===== src/rtl/mem_port_arbiter_if.sv =====
// Bundle for the arbiter: CPU fetch/data request channels, halt control and the memory port.
// Handshake: a requester raises *_req with stable address/data and holds it until its one-cycle
// *_ack; the ack cycle already samples req again, so req must drop there unless a back-to-back
// access is wanted. mem_en is a one-cycle strobe; read data must be valid MEM_LAT cycles later.
interface mem_port_arbiter_if #(
  parameter int ADDR_W = 8,
  parameter int DATA_W = 16
);
  logic              if_req;
  logic [ADDR_W-1:0] if_addr;
  logic              if_ack;
  logic [DATA_W-1:0] if_rdata;
  logic              d_req;
  logic              d_we;
  logic [ADDR_W-1:0] d_addr;
  logic [DATA_W-1:0] d_wdata;
  logic              d_ack;
  logic [DATA_W-1:0] d_rdata;
  logic              halt_req;
  logic              halted;
  logic              mem_en;
  logic              mem_we;
  logic [ADDR_W-1:0] mem_addr;
  logic [DATA_W-1:0] mem_wdata;
  logic [DATA_W-1:0] mem_rdata;

  modport slave (
    input  if_req, if_addr, d_req, d_we, d_addr, d_wdata, halt_req, mem_rdata,
    output if_ack, if_rdata, d_ack, d_rdata, halted, mem_en, mem_we, mem_addr, mem_wdata
  );

  modport master (
    output if_req, if_addr, d_req, d_we, d_addr, d_wdata, halt_req, mem_rdata,
    input  if_ack, if_rdata, d_ack, d_rdata, halted, mem_en, mem_we, mem_addr, mem_wdata
  );
endinterface


===== src/rtl/mem_port_arbiter.sv =====
// Fetch/data arbiter for a single-port memory: one transaction in flight, data priority with a
// fetch starvation guard, halt drain. Define ARB_PERF_CNT_EN to add grant/wait perf counters.
module mem_port_arbiter #(
  parameter int ADDR_W     = 8,
  parameter int DATA_W     = 16,
  parameter int MEM_LAT    = 2,
  parameter int STARVE_MAX = 3
) (
  input  logic                                clk,
  input  logic                                rst,
  mem_port_arbiter_if.slave                   bus,
`ifdef ARB_PERF_CNT_EN
  output logic [15:0]                         perf_if_grants,
  output logic [15:0]                         perf_d_grants,
  output logic [15:0]                         perf_wait_cycles,
`endif
  output logic [1:0]                          dbg_state,
  output logic [$clog2(STARVE_MAX+1)-1:0]     dbg_starve_cnt
);

  localparam int LAT_W = $clog2(MEM_LAT + 1);
  localparam int SW    = $clog2(STARVE_MAX + 1);
  localparam logic [LAT_W-1:0] LAT_LOAD = LAT_W'(MEM_LAT);
  localparam logic [SW-1:0]    STARVE_C = SW'(STARVE_MAX);

  typedef enum logic [1:0] {
    IDLE    = 2'd0,
    RD_WAIT = 2'd1,
    HALTED  = 2'd2
  } state_t;

  state_t              state_q, state_d;
  logic [LAT_W-1:0]    lat_q, lat_d;
  logic [SW-1:0]       starve_q, starve_d;
  logic                owner_q, owner_d;   // 1 = data stage owns the access
  logic                if_ack_q, if_ack_d;
  logic [DATA_W-1:0]   if_rdata_q, if_rdata_d;
  logic                d_ack_q, d_ack_d;
  logic [DATA_W-1:0]   d_rdata_q, d_rdata_d;
  logic                halted_q, halted_d;
  logic                mem_en_q, mem_en_d;
  logic                mem_we_q, mem_we_d;
  logic [ADDR_W-1:0]   mem_addr_q, mem_addr_d;
  logic [DATA_W-1:0]   mem_wdata_q, mem_wdata_d;
  logic                wr_pending;
  logic                grant_d;
  logic                grant_f;

  // A write strobed last cycle is acked now; no new grant may overlap that ack.
  assign wr_pending = mem_en_q & mem_we_q;

  always_comb begin
    state_d     = state_q;
    lat_d       = lat_q;
    starve_d    = starve_q;
    owner_d     = owner_q;
    if_ack_d    = 1'b0;
    if_rdata_d  = if_rdata_q;
    d_ack_d     = 1'b0;
    d_rdata_d   = d_rdata_q;
    halted_d    = halted_q;
    mem_en_d    = 1'b0;
    mem_we_d    = 1'b0;
    mem_addr_d  = mem_addr_q;
    mem_wdata_d = mem_wdata_q;
    grant_d     = 1'b0;
    grant_f     = 1'b0;

    case (state_q)
      IDLE: begin
        d_ack_d = wr_pending;
        if (bus.halt_req) begin
          state_d  = HALTED;
          halted_d = 1'b1;
        end else if (!wr_pending) begin
          grant_d = bus.d_req && (!bus.if_req || (starve_q < STARVE_C));
          grant_f = bus.if_req && !grant_d;
          if (grant_d) begin
            mem_en_d    = 1'b1;
            mem_we_d    = bus.d_we;
            mem_addr_d  = bus.d_addr;
            mem_wdata_d = bus.d_wdata;
            owner_d     = 1'b1;
          end else if (grant_f) begin
            mem_en_d    = 1'b1;
            mem_addr_d  = bus.if_addr;
            owner_d     = 1'b0;
          end
          if (grant_d && bus.if_req) begin
            if (starve_q != STARVE_C) starve_d = starve_q + 1'b1;
          end else if (grant_d || grant_f) begin
            starve_d = '0;
          end
          if (mem_en_d && !mem_we_d) begin
            state_d = RD_WAIT;
            lat_d   = LAT_LOAD;
          end
        end
      end

      RD_WAIT: begin
        if (lat_q == '0) begin
          if (owner_q) begin
            d_ack_d   = 1'b1;
            d_rdata_d = bus.mem_rdata;
          end else begin
            if_ack_d   = 1'b1;
            if_rdata_d = bus.mem_rdata;
          end
          // Halt requested while the read was in flight: freeze on the ack edge.
          if (bus.halt_req) begin
            state_d  = HALTED;
            halted_d = 1'b1;
          end else begin
            state_d = IDLE;
          end
        end else begin
          lat_d = lat_q - 1'b1;
        end
      end

      HALTED: begin
        halted_d = 1'b1;
      end

      default: begin
        state_d = IDLE;
      end
    endcase
  end

  always_ff @(posedge clk or posedge rst) begin
    if (rst) begin
      state_q     <= IDLE;
      lat_q       <= '0;
      starve_q    <= '0;
      owner_q     <= 1'b0;
      if_ack_q    <= 1'b0;
      if_rdata_q  <= '0;
      d_ack_q     <= 1'b0;
      d_rdata_q   <= '0;
      halted_q    <= 1'b0;
      mem_en_q    <= 1'b0;
      mem_we_q    <= 1'b0;
      mem_addr_q  <= '0;
      mem_wdata_q <= '0;
    end else begin
      state_q     <= state_d;
      lat_q       <= lat_d;
      starve_q    <= starve_d;
      owner_q     <= owner_d;
      if_ack_q    <= if_ack_d;
      if_rdata_q  <= if_rdata_d;
      d_ack_q     <= d_ack_d;
      d_rdata_q   <= d_rdata_d;
      halted_q    <= halted_d;
      mem_en_q    <= mem_en_d;
      mem_we_q    <= mem_we_d;
      mem_addr_q  <= mem_addr_d;
      mem_wdata_q <= mem_wdata_d;
    end
  end

  assign bus.if_ack    = if_ack_q;
  assign bus.if_rdata  = if_rdata_q;
  assign bus.d_ack     = d_ack_q;
  assign bus.d_rdata   = d_rdata_q;
  assign bus.halted    = halted_q;
  assign bus.mem_en    = mem_en_q;
  assign bus.mem_we    = mem_we_q;
  assign bus.mem_addr  = mem_addr_q;
  assign bus.mem_wdata = mem_wdata_q;
  assign dbg_state      = state_q;
  assign dbg_starve_cnt = starve_q;

`ifdef ARB_PERF_CNT_EN
  logic [15:0] perf_if_q, perf_if_d;
  logic [15:0] perf_dg_q, perf_dg_d;
  logic [15:0] perf_wait_q, perf_wait_d;
  logic        wait_now;

  always_comb begin
    wait_now    = (bus.if_req & ~if_ack_q) | (bus.d_req & ~d_ack_q);
    perf_if_d   = perf_if_q;
    perf_dg_d   = perf_dg_q;
    perf_wait_d = perf_wait_q;
    if (grant_f && (perf_if_q != 16'hFFFF))     perf_if_d   = perf_if_q + 16'd1;
    if (grant_d && (perf_dg_q != 16'hFFFF))     perf_dg_d   = perf_dg_q + 16'd1;
    if (wait_now && (perf_wait_q != 16'hFFFF))  perf_wait_d = perf_wait_q + 16'd1;
  end

  always_ff @(posedge clk or posedge rst) begin
    if (rst) begin
      perf_if_q   <= '0;
      perf_dg_q   <= '0;
      perf_wait_q <= '0;
    end else begin
      perf_if_q   <= perf_if_d;
      perf_dg_q   <= perf_dg_d;
      perf_wait_q <= perf_wait_d;
    end
  end

  assign perf_if_grants   = perf_if_q;
  assign perf_d_grants    = perf_dg_q;
  assign perf_wait_cycles = perf_wait_q;
`endif

endmodule

===== src/flat_wrapper.sv =====
// flat-port wrapper written by rule: the top's interface ports become plain ports
module mem_port_arbiter_flat 
#(
  parameter int ADDR_W     = 8,
  parameter int DATA_W     = 16,
  parameter int MEM_LAT    = 2,
  parameter int STARVE_MAX = 3
)
  (clk, rst, dbg_state, dbg_starve_cnt, bus_if_req, bus_if_addr, bus_d_req, bus_d_we, bus_d_addr, bus_d_wdata, bus_halt_req, bus_mem_rdata, bus_if_ack, bus_if_rdata, bus_d_ack, bus_d_rdata, bus_halted, bus_mem_en, bus_mem_we, bus_mem_addr, bus_mem_wdata);
  mem_port_arbiter_if #(.ADDR_W(ADDR_W), .DATA_W(DATA_W)) bus_i ();
  input  logic clk;
  input  logic rst;
  output logic [1:0] dbg_state;
  output logic [$clog2(STARVE_MAX+1)-1:0] dbg_starve_cnt;
  input wire logic [$bits(bus_i.if_req)-1:0] bus_if_req;
  input wire logic [$bits(bus_i.if_addr)-1:0] bus_if_addr;
  input wire logic [$bits(bus_i.d_req)-1:0] bus_d_req;
  input wire logic [$bits(bus_i.d_we)-1:0] bus_d_we;
  input wire logic [$bits(bus_i.d_addr)-1:0] bus_d_addr;
  input wire logic [$bits(bus_i.d_wdata)-1:0] bus_d_wdata;
  input wire logic [$bits(bus_i.halt_req)-1:0] bus_halt_req;
  input wire logic [$bits(bus_i.mem_rdata)-1:0] bus_mem_rdata;
  output wire logic [$bits(bus_i.if_ack)-1:0] bus_if_ack;
  output wire logic [$bits(bus_i.if_rdata)-1:0] bus_if_rdata;
  output wire logic [$bits(bus_i.d_ack)-1:0] bus_d_ack;
  output wire logic [$bits(bus_i.d_rdata)-1:0] bus_d_rdata;
  output wire logic [$bits(bus_i.halted)-1:0] bus_halted;
  output wire logic [$bits(bus_i.mem_en)-1:0] bus_mem_en;
  output wire logic [$bits(bus_i.mem_we)-1:0] bus_mem_we;
  output wire logic [$bits(bus_i.mem_addr)-1:0] bus_mem_addr;
  output wire logic [$bits(bus_i.mem_wdata)-1:0] bus_mem_wdata;
  assign bus_i.if_req = bus_if_req;
  assign bus_i.if_addr = bus_if_addr;
  assign bus_i.d_req = bus_d_req;
  assign bus_i.d_we = bus_d_we;
  assign bus_i.d_addr = bus_d_addr;
  assign bus_i.d_wdata = bus_d_wdata;
  assign bus_i.halt_req = bus_halt_req;
  assign bus_i.mem_rdata = bus_mem_rdata;
  assign bus_if_ack = bus_i.if_ack;
  assign bus_if_rdata = bus_i.if_rdata;
  assign bus_d_ack = bus_i.d_ack;
  assign bus_d_rdata = bus_i.d_rdata;
  assign bus_halted = bus_i.halted;
  assign bus_mem_en = bus_i.mem_en;
  assign bus_mem_we = bus_i.mem_we;
  assign bus_mem_addr = bus_i.mem_addr;
  assign bus_mem_wdata = bus_i.mem_wdata;
  mem_port_arbiter #(.ADDR_W(ADDR_W), .DATA_W(DATA_W), .MEM_LAT(MEM_LAT), .STARVE_MAX(STARVE_MAX)) u_core (.clk(clk), .rst(rst), .bus(bus_i), .dbg_state(dbg_state), .dbg_starve_cnt(dbg_starve_cnt));
endmodule

===== config.mk =====
export PLATFORM = sky130hd
export DESIGN_NAME = mem_port_arbiter_flat
export DESIGN_NICKNAME = d
export VERILOG_FILES = /design/src/rtl/mem_port_arbiter_if.sv /design/src/rtl/mem_port_arbiter.sv /design/src/flat_wrapper.sv
export SDC_FILE = /design/constraint.sdc
export NUM_CORES = 1
export LEC_CHECK = 0
export ABC_CLOCK_PERIOD_IN_PS = 2500
export BUFFER_PORTS_ARGS = -buffer_cell sky130_fd_sc_hd__clkbuf_2
export CORE_ASPECT_RATIO = 0.75
export CORE_MARGIN = 5
export CORE_UTILIZATION = 41
export CTS_CLUSTER_DIAMETER = 50
export DETAILED_ROUTE_END_ITERATION = 10
export PLACE_DENSITY = 0.7
export SYNTH_ARGS = -nofsm -noshare
export SYNTH_HDL_FRONTEND = slang
export SYNTH_SLANG_ARGS = --single-unit
export TNS_END_PERCENT = 1

===== constraint.sdc =====
create_clock -name clk -period 2.5 [get_ports clk]
set_clock_uncertainty 0.1 [all_clocks]
set_input_delay 0.125 -clock clk [delete_from_list [all_inputs] [get_ports clk]]
set_output_delay 0.125 -clock clk [all_outputs]
set_load 0.01 [all_outputs]

==> results.txt <==
The sum of overflow across all layers after global routing was 0; the fraction of final layout cells with drive strength greater than 1 was 52.57%. The tools report the number of top-level design ports as 119. Number of detailed-route iterations in the first pass: 6. The final-layout setup total negative slack came out at 0 ns. The type of element capturing the critical path is a register. The number of gates resized after cts was 0; the number of clock sinks was 68.

Overall power of the completed layout: 3.329 mW. The number of different library cells used by synthesis comes to 31. Wire length per cell after detailed routing: 14.49 µm. The worst register-to-register path has a depth of 6.

The worst setup path is launched from a register. VDD sags by at most 539.7 µV. The layout has 543 filler cells.

For the total wirelength of the detailed-routed design, the log shows 6566 µm. The floorplan step defined a die boundary enclosing 8551 µm². The kind of critical path was reg2reg. The tree is rooted in a clkbuf_8. The floorplan die height is 81.35 µm, and the summed instance area of the synthesized netlist is 2783 µm².

Setup repair after global routing left no endpoint under its margin. The post-synthesis area per instance works out to 14.72 µm². The tools report the count of final hold-check violations as 0. Compared with the post-synthesis result, the final layout area differs by 49.24%. The number of nets handed over by synthesis was 245. Buffers inserted during clock tree synthesis total 9.

The leakage power of the design was 2.185 nW; the width of the die was 105.1 µm. The slew at the pin closest to its max-slew limit is 0.6031 ns. The first global-routing pass estimated 11120 µm of wire. The tools report the antenna cell count as 0. Of the available clock period, the critical path in the final layout requires 90.88%. The run gives 3 as the H-tree depth. For this configuration, the core starts out at a cell density of 41.52%. The ratio of routed vias to standard cells is 4.616, and the final routed DRC violation total is 0.

The number of violations of the max-capacitance limit is 0. The total power per unit cell area is 801.7 nW/µm². At the worst endpoint, the required time is 2.60 ns.

Summed over all nets, the half-perimeter wirelength after detailed placement is 4398 µm. Leaving out fill and tap cells, the most frequent cell in the layout is clkbuf_2. The count of nets left with antenna violations once routing finished came out at 0. For the count of final max-slew check failures, the log shows 0. TritonCTS built the clock tree. The logs give 32 for the maximum number of pins on one net before global-route repair and 6701 µm² for the placeable core region. Number of register bits inferred by synthesis: 68. At the end of routability-driven placement, the weighted congestion stood at 0.7293. The run gives 26 as the number of cell rows. Along the worst hold path, the cell count comes to 3.

The overall routing resource usage came out at 16.40%. The post-place instance area came out at 3461 µm². The count of synthesis-stage warnings from yosys was 0; the synthesized instance count was 189.

Setup violations remaining at the end of the flow were counted as 0. In this run the deepest clock path goes through 2 buffers. On the final layout, the worst hold slack is 0.01636 ns.

Timing would allow up to 440.1 MHz. The later pin in the worst-skew pair is clocked with a latency of 0.34 ns. The initial antenna violation count is 0.

After clock tree synthesis, the clock-pin slew on the worst setup and hold paths is 0.07 ns. The detailed router finished its first iteration with 52 violations. The worst hold path belongs to the class in2reg.

For this block, the via count after detailed routing is 2091. The arrival time at the worst endpoint came out at 2.37 ns. The tools report the finished layout cell area as 4153 µm².

Port buffering added 118 buffers. The run finished with clean final reports. The number of global-route vias before repair is 2300, and the utilization after layout is 61.97%.

The final net count was 420. In this run the worst path has a maximum fanout of 9. In this run the tightest slew margin relative to its limit is 59.79%. Sequential elements use 61.15% of the synthesized area.

The clock period minus final worst setup slack came out at 2.272 ns. The library cells used most frequently in the layout, excluding fill and tap cells, are 118 x clkbuf_2, 68 x dfrtp_1, 49 x dlygate4sd3_1.
-- per-layer routing --
layer | vias up | share of wire, % | global-route usage [%]
met1 | 977 | 45 | 20.13
met5 | - | 0 | 0
met2 | 95 | 44 | 25.19
li1 | 1009 | - | -
met4 | 0 | 1.1 | 5.109
met3 | 10 | 11 | 8.658
-- per-stage QoR --
stage          std cells  setup WS [ns]
6_report             453         0.2279
5_1_grt              453        0.08634
4_1_cts              453         0.2551
3_5_place_dp         388         0.4878
3_3_place_gp         388         0.5674
2_1_floorplan        189         0.5635
-- where the power goes --
part,internal [mW],switching [mW]
sequential,1.37,0.167
combinational,0.483,0.400
clock,0.486,0.425
total,2.34,0.991
-- final cells by class --
type	instances	area, µm²	share of cell area, %
sequential	68	1702	40.98
timing repair buffer	171	1111	26.76
multi-input combinational	107	1007	24.25
clock buffer	10	137.6	3.314
tap	84	105.1	2.531
clock inverter	6	63.81	1.537
inverter	7	26.28	0.6327
-- cells in the mapped netlist --
cell type | instances | area [µm²]
a2111oi_4 | 1 | 27.53
a21boi_0 | 1 | 7.510
a21oi_1 | 11 | 55.05
a22oi_1 | 1 | 7.510
and2_1 | 1 | 6.260
and3_1 | 1 | 6.260
buf_2 | 5 | 25.02
buf_6 | 2 | 22.52
dfrtp_1 | 68 | 1702
ha_1 | 2 | 25.02
inv_1 | 7 | 26.28
mux2_2 | 40 | 450.4
mux2_4 | 9 | 135.1
mux2i_1 | 9 | 90.09
nand2_1 | 4 | 15.01
nand2_4 | 1 | 11.26
nand2b_1 | 2 | 12.51
nand2b_4 | 1 | 13.76
nand4b_1 | 1 | 8.760
nand4b_2 | 1 | 15.01
nor2_1 | 11 | 41.29
nor2b_1 | 1 | 6.260
nor3_1 | 1 | 5.000
nor3b_4 | 1 | 18.77
o21a_1 | 1 | 7.510
o21ai_0 | 1 | 5.000
o221ai_1 | 1 | 8.760
o22ai_1 | 1 | 6.260
o31ai_1 | 1 | 7.510
or2_2 | 1 | 6.260
or4_1 | 1 | 7.510
-- repair_timing --
action / CTS / global route
setup buffers: 0 / 0
hold endpoints to repair: 77 / 0
hold buffers: 49 / 0
setup endpoints to repair: 0 / 0
-- cell families (layout without fill, tap and decap cells) --
group                    count (synthesis)  count (layout)  share of synthesized area, %
buffers and inverters                   14             194                         2.653
adder cells (fa/ha/maj)                  2               2                        0.8991
multiplexers                            58              58                         24.28
flip-flops                              68              68                         61.15
AND/OR/NAND/NOR                         28              28                         6.250
AO/OA/AOI/OAI                           19              19                         4.767
-- flip-flops by register name, indices dropped and copies added, names as in the netlist --
register and cells:
u_core.bus.d_rdata 16, u_core.bus.if_rdata 16, u_core.bus.mem_wdata 16, u_core.bus.mem_addr 8, u_core.dbg_starve_cnt 2, u_core.dbg_state 2
u_core.lat_q 2, u_core.bus.d_ack 1, u_core.bus.halted 1, u_core.bus.if_ack 1, u_core.bus.mem_en 1, u_core.bus.mem_we 1
u_core.owner_q 1
-- worst paths after layout --
| check | end | start | slack, ns |
|---|---|---|---|
| max | u_core.bus.mem_addr[1] | u_core.dbg_starve_cnt[0] | 0.23 |
| min | u_core.bus.mem_addr[0] | bus_d_addr[0] | 0.02 |
| min reg2reg | u_core.bus.halted | u_core.bus.halted | 0.40 |
| max in group asynchronous | u_core.bus.mem_en | rst | 1.30 |
| min in group asynchronous | u_core.bus.mem_wdata[4] | rst | 0.23 |
| max reg2reg | u_core.bus.mem_addr[1] | u_core.dbg_starve_cnt[0] | 0.23 |
-- worst max-delay path, cell delays in order, from the launching register on --
cell	delay (ns)
dfrtp_1	0.41
ha_1	0.23
a21boi_1	0.27
buf_4	0.26
mux2i_1	0.21
dlygate4sd3_1	0.58
a21oi_1	0.07
Power figures use the tool's default switching activity.
